### config.mk
export PLATFORM = sky130hd
export DESIGN_NAME = opc_sysbus_flat
export DESIGN_NICKNAME = d
export VERILOG_FILES = /design/src/rtl/opc_sysbus_if.sv /design/src/rtl/opc_sysbus.sv /design/src/flat_wrapper.sv
export SDC_FILE = /design/constraint.sdc
export NUM_CORES = 1
export LEC_CHECK = 0
export BUFFER_PORTS_ARGS = -buffer_cell sky130_fd_sc_hd__buf_2
export CAP_MARGIN = 20
export CORE_MARGIN = 10
export CORE_UTILIZATION = 47
export DETAILED_ROUTE_END_ITERATION = 8
export HOLD_SLACK_MARGIN = 0.03
export PLACE_DENSITY_LB_ADDON = 0.3
export SLEW_MARGIN = 15
export SYNTH_ARGS = -nofsm -noshare
export SYNTH_HDL_FRONTEND = slang
export SYNTH_SLANG_ARGS = --single-unit
### constraint.sdc
create_clock -name clk -period 4.85 [get_ports clk]
set_clock_uncertainty 0.15 [all_clocks]
set_input_delay 1.455 -clock clk [delete_from_list [all_inputs] [get_ports clk]]
set_output_delay 1.455 -clock clk [all_outputs]
set_load 0.02 [all_outputs]
### src/rtl/opc_sysbus_if.sv
// rtl/opc_sysbus_if.sv - CPU-side request/ready bus between an OPC-class CPU and opc_sysbus
interface opc_sysbus_if #(
  parameter int ADDR_W = 16,
  parameter int DATA_W = 16
);
  logic [ADDR_W-1:0] cpu_addr;
  logic [DATA_W-1:0] cpu_wdata;
  logic              cpu_rnw;
  logic              cpu_req;
  logic [DATA_W-1:0] cpu_rdata;
  logic              cpu_ready;

  modport master (
    output cpu_addr, cpu_wdata, cpu_rnw, cpu_req,
    input  cpu_rdata, cpu_ready
  );

  modport slave (
    input  cpu_addr, cpu_wdata, cpu_rnw, cpu_req,
    output cpu_rdata, cpu_ready
  );
endinterface

### src/rtl/opc_sysbus.sv
// rtl/opc_sysbus.sv - system bus controller: RAM region, ack/wait I/O slots, access timeout, sticky error
module opc_sysbus #(
  parameter int                ADDR_W       = 16,
  parameter int                DATA_W       = 16,
  parameter int                RAMSIZE      = 11,
  parameter logic [ADDR_W-1:0] IO_BASE      = 16'hFE00,
  parameter int                NUM_IO       = 4,
  parameter int                IO_SLOT_BITS = 3,
  parameter int                TIMEOUT      = 15
) (
  input  logic                     clk,
  input  logic                     reset_b,
  opc_sysbus_if.slave              bus,
  output logic                     ram_cs_b,
  input  logic [DATA_W-1:0]        ram_rdata,
  output logic [NUM_IO-1:0]        io_cs_b,
  output logic [IO_SLOT_BITS-1:0]  io_addr,
  output logic [DATA_W-1:0]        io_wdata,
  output logic                     io_rnw,
  input  logic [NUM_IO*DATA_W-1:0] io_rdata,
  input  logic [NUM_IO-1:0]        io_ack,
  input  logic                     err_clr,
  output logic                     bus_err
);
  localparam int              SLOT_W    = (NUM_IO > 1) ? $clog2(NUM_IO) : 1;
  localparam int              HI_W      = ADDR_W - IO_SLOT_BITS;
  localparam logic [HI_W-1:0] NUM_IO_HI = HI_W'(NUM_IO);
  localparam logic [7:0]      LAST_WAIT = 8'(TIMEOUT - 1);

  typedef enum logic [1:0] {IDLE, IO_WAIT, DONE} state_t;

  state_t            state, state_nxt;
  logic [SLOT_W-1:0] slot_q;
  logic [DATA_W-1:0] rdata_q;
  logic [7:0]        wait_cnt;

  logic [ADDR_W-1:0] io_off;
  logic              is_ram, is_io;
  logic [SLOT_W-1:0] slot_dec;
  logic              ack_sel;
  logic [DATA_W-1:0] io_rdata_sel;
  logic              start_io, unmapped_hit, timeout_hit;

  // Decode the live CPU address; RAM wins wherever it overlaps the I/O window.
  always_comb begin
    io_off   = bus.cpu_addr - IO_BASE;
    is_ram   = (bus.cpu_addr >> RAMSIZE) == '0;
    is_io    = !is_ram && (bus.cpu_addr >= IO_BASE) &&
               (io_off[ADDR_W-1:IO_SLOT_BITS] < NUM_IO_HI);
    slot_dec = io_off[IO_SLOT_BITS +: SLOT_W];
  end

  // Only the latched slot's strobe and read word matter; other slots are ignored.
  always_comb begin
    ack_sel      = 1'b0;
    io_rdata_sel = '1;
    for (int i = 0; i < NUM_IO; i++) begin
      if (slot_q == SLOT_W'(i)) begin
        ack_sel      = io_ack[i];
        io_rdata_sel = io_rdata[i*DATA_W +: DATA_W];
      end
    end
  end

  assign start_io     = (state == IDLE) && bus.cpu_req && is_io;
  assign unmapped_hit = (state == IDLE) && bus.cpu_req && !is_ram && !is_io;
  assign timeout_hit  = (state == IO_WAIT) && !ack_sel && (wait_cnt == LAST_WAIT);

  // State register.
  always_ff @(posedge clk or negedge reset_b) begin
    if (!reset_b) state <= IDLE;
    else          state <= state_nxt;
  end

  // Next-state: RAM and unmapped accesses finish in IDLE, I/O goes through IO_WAIT and DONE.
  always_comb begin
    state_nxt = state;
    case (state)
      IDLE:    if (start_io) state_nxt = IO_WAIT;
      IO_WAIT: if (ack_sel || timeout_hit) state_nxt = DONE;
      DONE:    state_nxt = IDLE;
      default: state_nxt = IDLE;
    endcase
  end

  // Outputs: chip selects, ready and read-data steering; RAM select is held off during reset.
  always_comb begin
    ram_cs_b      = 1'b1;
    io_cs_b       = '1;
    bus.cpu_ready = 1'b1;
    bus.cpu_rdata = '1;
    case (state)
      IDLE: begin
        if (bus.cpu_req) begin
          if (is_ram) begin
            ram_cs_b      = !reset_b;
            bus.cpu_rdata = ram_rdata;
          end else if (is_io) begin
            bus.cpu_ready = 1'b0;
          end
        end
      end
      IO_WAIT: begin
        bus.cpu_ready = 1'b0;
        for (int i = 0; i < NUM_IO; i++) begin
          io_cs_b[i] = (slot_q != SLOT_W'(i));
        end
      end
      DONE: begin
        bus.cpu_rdata = rdata_q;
      end
      default: ;
    endcase
  end

  // I/O datapath: capture the request on entry, count wait cycles, capture the result on exit.
  always_ff @(posedge clk or negedge reset_b) begin
    if (!reset_b) begin
      slot_q   <= '0;
      io_addr  <= '0;
      io_wdata <= '0;
      io_rnw   <= 1'b1;
      rdata_q  <= '1;
      wait_cnt <= '0;
    end else if (start_io) begin
      slot_q   <= slot_dec;
      io_addr  <= io_off[IO_SLOT_BITS-1:0];
      io_wdata <= bus.cpu_wdata;
      io_rnw   <= bus.cpu_rnw;
      wait_cnt <= '0;
    end else if (state == IO_WAIT) begin
      if (ack_sel)          rdata_q  <= io_rdata_sel;
      else if (timeout_hit) rdata_q  <= '1;
      else                  wait_cnt <= wait_cnt + 8'd1;
    end
  end

  // Sticky error flag; a new fault in the same cycle beats the clear.
  always_ff @(posedge clk or negedge reset_b) begin
    if (!reset_b)                        bus_err <= 1'b0;
    else if (unmapped_hit || timeout_hit) bus_err <= 1'b1;
    else if (err_clr)                    bus_err <= 1'b0;
  end
endmodule

### src/flat_wrapper.sv
// flat-port wrapper written by rule: the top's interface ports become plain ports
module opc_sysbus_flat 
#(
  parameter int                ADDR_W       = 16,
  parameter int                DATA_W       = 16,
  parameter int                RAMSIZE      = 11,
  parameter logic [ADDR_W-1:0] IO_BASE      = 16'hFE00,
  parameter int                NUM_IO       = 4,
  parameter int                IO_SLOT_BITS = 3,
  parameter int                TIMEOUT      = 15
)
  (clk, reset_b, ram_cs_b, ram_rdata, io_cs_b, io_addr, io_wdata, io_rnw, io_rdata, io_ack, err_clr, bus_err, bus_cpu_addr, bus_cpu_wdata, bus_cpu_rnw, bus_cpu_req, bus_cpu_rdata, bus_cpu_ready);
  opc_sysbus_if #(.ADDR_W(ADDR_W), .DATA_W(DATA_W)) bus_i ();
  input  logic clk;
  input  logic reset_b;
  output logic ram_cs_b;
  input  logic [DATA_W-1:0] ram_rdata;
  output logic [NUM_IO-1:0] io_cs_b;
  output logic [IO_SLOT_BITS-1:0] io_addr;
  output logic [DATA_W-1:0] io_wdata;
  output logic io_rnw;
  input  logic [NUM_IO*DATA_W-1:0] io_rdata;
  input  logic [NUM_IO-1:0] io_ack;
  input  logic err_clr;
  output logic bus_err;
  input wire logic [$bits(bus_i.cpu_addr)-1:0] bus_cpu_addr;
  input wire logic [$bits(bus_i.cpu_wdata)-1:0] bus_cpu_wdata;
  input wire logic [$bits(bus_i.cpu_rnw)-1:0] bus_cpu_rnw;
  input wire logic [$bits(bus_i.cpu_req)-1:0] bus_cpu_req;
  output wire logic [$bits(bus_i.cpu_rdata)-1:0] bus_cpu_rdata;
  output wire logic [$bits(bus_i.cpu_ready)-1:0] bus_cpu_ready;
  assign bus_i.cpu_addr = bus_cpu_addr;
  assign bus_i.cpu_wdata = bus_cpu_wdata;
  assign bus_i.cpu_rnw = bus_cpu_rnw;
  assign bus_i.cpu_req = bus_cpu_req;
  assign bus_cpu_rdata = bus_i.cpu_rdata;
  assign bus_cpu_ready = bus_i.cpu_ready;
  opc_sysbus #(.ADDR_W(ADDR_W), .DATA_W(DATA_W), .RAMSIZE(RAMSIZE), .IO_BASE(IO_BASE), .NUM_IO(NUM_IO), .IO_SLOT_BITS(IO_SLOT_BITS), .TIMEOUT(TIMEOUT)) u_core (.clk(clk), .reset_b(reset_b), .bus(bus_i), .ram_cs_b(ram_cs_b), .ram_rdata(ram_rdata), .io_cs_b(io_cs_b), .io_addr(io_addr), .io_wdata(io_wdata), .io_rnw(io_rnw), .io_rdata(io_rdata), .io_ack(io_ack), .err_clr(err_clr), .bus_err(bus_err));
endmodule
### Word level (Yosys, flattened, before mapping)

Cells that the tools add are included.

| storage, ports and cells | value |
|---|---|
| register bits | 49 |
| output and inout port bits | 43 |

| operators by class | value |
|---|---|
| add/subtract/negate cells | 2 |
| magnitude comparators | 2 |
| eq/ne operators | 13 |
| multiplexer cells | 30 |
| bitwise gates (word level) | 1 |
| reduce and logical (&&, ||, !) cells | 24 |

Operators by type and width:

| operator | count |
|---|---|
| $mux W16 | 8 |
| $mux W8 | 4 |
| $pmux W16 S2 | 1 |
| $ge A16 B16 Y1 const B | 1 |
| $logic_not A16 Y1 | 1 |
| $sub A16 B16 Y16 const B | 1 |
| $lt A13 B3 Y1 const B | 1 |
| $mux W1 | 12 |
| $add A8 B1 Y8 const B | 1 |
| $eq A8 B4 Y1 const B | 1 |
| $logic_and A1 B1 Y1 | 8 |
| $ne A2 B2 Y1 const B | 4 |
| $reduce_bool A2 Y1 | 4 |
| $eq A2 B2 Y1 const B | 3 |
| $ne A2 B1 Y1 const B | 3 |
| $reduce_and A3 Y1 | 2 |
| $eq A2 B1 Y1 const B | 2 |
| $logic_not A1 Y1 | 4 |
| $logic_not A2 Y1 | 2 |
| $mux W2 | 2 |
| $mux W4 | 1 |
| $pmux W2 S2 | 1 |
| $logic_or A1 B1 Y1 | 2 |
| $pmux W1 S2 | 1 |
| other kinds (2) | 2 |

### Logic depth before layout (Yosys ltp)

| logic depth | value |
|---|---|
| depth after elaboration | 12 |
| depth in mapped cells | 9 |
| gate-level depth less buffers | 6 |

### Worst setup path before layout

OpenSTA, ideal clock, no wires.

| timing path | value |
|---|---|
| kind | in2out |
| start point | input bus_cpu_addr[12] |
| end point | output bus_cpu_rdata[0] |
| arrival | 2768 ps |
| slack | 477 ps |
| cell stages on the path | 5 |
| path buffers | 1 |
| cell sequence | or4_1 nor2_1 nand2_1 clkbuf_1 o22a_1 |

| between the ends | value |
|---|---|
| word-level cells in the longest chain between the ends | 4 |

RTL lines:

| element | RTL line | source |
|---|---|---|
| start: declaration | flat_wrapper.sv:26 | `input wire logic [$bits(bus_i.cpu_addr)-1:0] bus_cpu_addr;` |
| $logic_not A16 Y1 | opc_sysbus.sv:47 | `is_ram = (bus.cpu_addr >> RAMSIZE) == '0;` |
| $mux W16 | opc_sysbus.sv:95 | `if (is_ram) begin` |
| $mux W16 | opc_sysbus.sv:94 | `if (bus.cpu_req) begin` |
| $pmux W16 S2 | opc_sysbus.sv:92 | `case (state)` |
| end: declaration | flat_wrapper.sv:30 | `output wire logic [$bits(bus_i.cpu_rdata)-1:0] bus_cpu_rdata;` |

Every way passes these cells.

### Final worst setup path

| timing path | value |
|---|---|
| start point | input bus_cpu_addr[12] |
| end point | output bus_cpu_rdata[2] |

The elaborated chain is that of the path after synthesis.

==> results_dict.tcl <==
set metrics [dict create \
    fin_area_um2 3750 \
    n_antenna_cell 0 \
    relSlewSlack_pct 38.2 \
    cpPeakStageDelay_ns 0.50 \
    startpoint "bus_cpu_addr[12]" \
    io_pins 164 \
    hp-class "flip-flop to flip-flop" \
    grt-ovfl-total 0 \
    die_h_um 96.7 \
    nFillCells 460 \
    cts-resized-gates 0 \
    avgSynthCellArea_um2 13.3 \
    fmax_mhz 223 \
    track_usage_pct 18.2 \
    cts_sinks 49 \
    startpoint_type "input pin" \
    critPathCaptureType "output port" \
    layout_setup_ws_ns 0.366 \
    setup.worst_path.class "input pin to output port" \
    synth_fp_nets 332 \
    wl_mm 8.75 \
    yosys_register_bits 49 \
    numCtsBuffers 5 \
    die_area_um2 9360 \
    setup-violations-final 0 \
    rsz0062_at_grt "false" \
    final_nets 490 \
    grt_pass1_wl_mm 13.9 \
    maxCapViolations 0 \
    routed_via_density 5.44 \
    crit_slowest_cell "or4_1" \
    seq_area_frac_synth_pct 45.1 \
    timing.setup.tns_ns 0 \
    crit_top_cell "buf_2" \
    worst_pin_slew_ns 0.927 \
    gp_congestion 0.848 \
    yosys_warnings 0 \
    holdBufCountCts 0 \
    period_share_pct 92.5 \
    crit_path_cell_trace "buf_2 -> or4_1 -> nor2_1 -> nand2_1 -> buf_4 -> o22a_1 -> buf_2" \
    h-tree-depth 2 \
    drt-initial-drc-count 86 \
    cp_top_family "simple AND/OR/NAND/NOR gates" \
    post-route-util_pct 66.9 \
    hold_viol 0 \
    p_leak_nw 1.73 \
    vias 2386 \
    port_buffers 163 \
    crit_buf_inv 3 \
    clkLatencyLatePin_ns 0.30 \
    wl_per_cell_um 19.9 \
    drc 0 \
    p_per_area_nw_per_um2 246 \
    ant_nets 0 \
    die_width_um 96.7 \
    first_pass_iters 4 \
    async_flop_share_pct 100 \
    grt_antenna_before_repair 0 \
    syn_area_um2 2770 \
    drive_above_1_share_pct 64.9 \
    netlist_instances 208 \
    finalMaxSlewViolations 0 \
    cp_max_fo 16 \
    p_total_uw 923 \
    outcome "finished, final reports clean" \
    place_hpwl_mm 6.97 \
    initial_core_util_pct 49.4 \
    dpl_cell_area_um2 3610 \
    ir_worst_vdd_uv 151 \
    core-area_um2 5610 \
    arrival_ns 2.88 \
    tritoncts "done" \
    row_count 27 \
    synth-edff-count 0 \
    grt_pass1_vias 2616 \
    path_clk_slew_ns 0.09 \
    holdCritStartpoint "u_core.wait_cnt[3]" \
    min_period_ns 4.48 \
    cts_buffer_depth 2 \
    synth_top_flop_cell "dfrtp_1" \
    area_growth_pct 35.6 \
    ys_types 41 \
    r2r-start "u_core.slot_q[0]" \
    cts-root-buf "clkbuf_8" \
    grt_max_degree 50 \
    critPathRequiredTime_ns 3.24 \
    place_ws_ns 0.365 \
    postCtsSetupBuffers 0 \
]
-- cell usage after synthesis (3+ instances only) --
library cell | number | share of area, %
o22a_1 | 33 | 10
dfrtp_1 | 32 | 29
dfstp_2 | 17 | 16
mux4_2 | 16 | 13
mux2_4 | 14 | 7.6
clkbuf_1 | 11 | 1.5
mux2_2 | 11 | 4.5
nand3_1 | 7 | 1.3
a21oi_1 | 6 | 1.1
nand2_1 | 6 | 0.81
o21ai_0 | 6 | 1.1
nand3b_1 | 4 | 1.1
or4_1 | 4 | 1.1
ha_1 | 3 | 1.4
inv_1 | 3 | 0.41
o31ai_1 | 3 | 0.81
-- cell usage in the layout (no fill, tap or decap), types with 2 or more instances in the layout --
master,n
buf_2,163
o22a_1,33
dfrtp_1,32
dfstp_2,17
mux4_2,16
mux2_4,14
mux2_2,11
nand3_1,7
nand2_1,6
o21ai_0,6
a21oi_1,6
clkbuf_8,5
or4_1,4
nand3b_1,4
inv_1,3
o31ai_1,3
ha_1,3
buf_4,3
nand2b_1,2
nor3b_1,2
nor2_1,2
or2_2,2
nand4_1,2
or3_1,2
mux2i_1,2
bufinv_16,2
-- power breakdown --
| group | switching (mW) | internal [mW] | leakage [nW] | total (mW) |
|---|---|---|---|---|
| clock | 0.141 | 0.208 | 0.0687 | 0.349 |
| combinational | 0.0411 | 0.0690 | 1.06 | 0.110 |
| sequential | 0.0187 | 0.445 | 0.603 | 0.464 |
-- worst reg2reg max path, cell delays in order, from the launching register on --
cell	delay, ns
dfrtp_1	0.69
buf_4	0.37
mux2_2	0.39
o22a_1	0.34
or4_1	0.55
a21oi_1	0.15
-- per-stage QoR --
step                      cells  hold WS [ns]
final                       439         0.322
after global routing        439         0.356
after CTS                   439         0.328
after detailed placement    431         0.316
after global placement      431         0.305
after floorplan             208         0.285
-- cell families (layout without fill, tap and decap cells) --
group | Yosys count | in the layout | synth area share (%)
compound gates | 52 | 52 | 14.5
flops | 49 | 49 | 45.1
mux | 43 | 43 | 25.8
simple gates | 43 | 43 | 9.90
buf+inv | 18 | 177 | 3.35
fa+ha+maj | 3 | 3 | 1.36
-- metal layers --
layer | global-route usage, % | vias up | wire, µm
met5 | 0 | - | 0
met4 | 4.74 | 0 | 107
met3 | 4.83 | 6 | 560
met2 | 32.8 | 100 | 4550
met1 | 20.6 | 1141 | 3530
li1 | - | 1139 | -
-- registers in the layout, summed over array words and instances (netlist names) --
register         cells
u_core.rdata_q      16
u_core.wait_cnt      8
u_core.io_wdata     16
u_core.slot_q        2
u_core.io_addr       3
u_core.bus_err       1
u_core.state         2
u_core.io_rnw        1
-- final timing paths --
kind	to	depth (start not counted)	slack (ns)
worst max-delay path	bus_cpu_rdata[2]	7	0.37
worst min-delay path	u_core.wait_cnt[3]	1	0.32
worst max register to register	u_core.wait_cnt[5]	5	2.14
worst min register to register	u_core.wait_cnt[3]	1	0.32
max in group asynchronous	u_core.state[1]	2	3.01
min in group asynchronous	u_core.io_wdata[14]	2	1.11
-- area by class of cell --
cell class	count	area, µm²	share of cell area [%]
Inverter	3	11.3	0.300
Clock buffer	5	68.8	1.83
Tap cell	72	90.1	2.40
Sequential cell	49	1250	33.2
Multi-Input combinational cell	141	1430	38.0
Timing Repair Buffer	166	838	22.3
Clock inverter	3	68.8	1.83
Note: power is estimated with default switching activity, not from simulation.
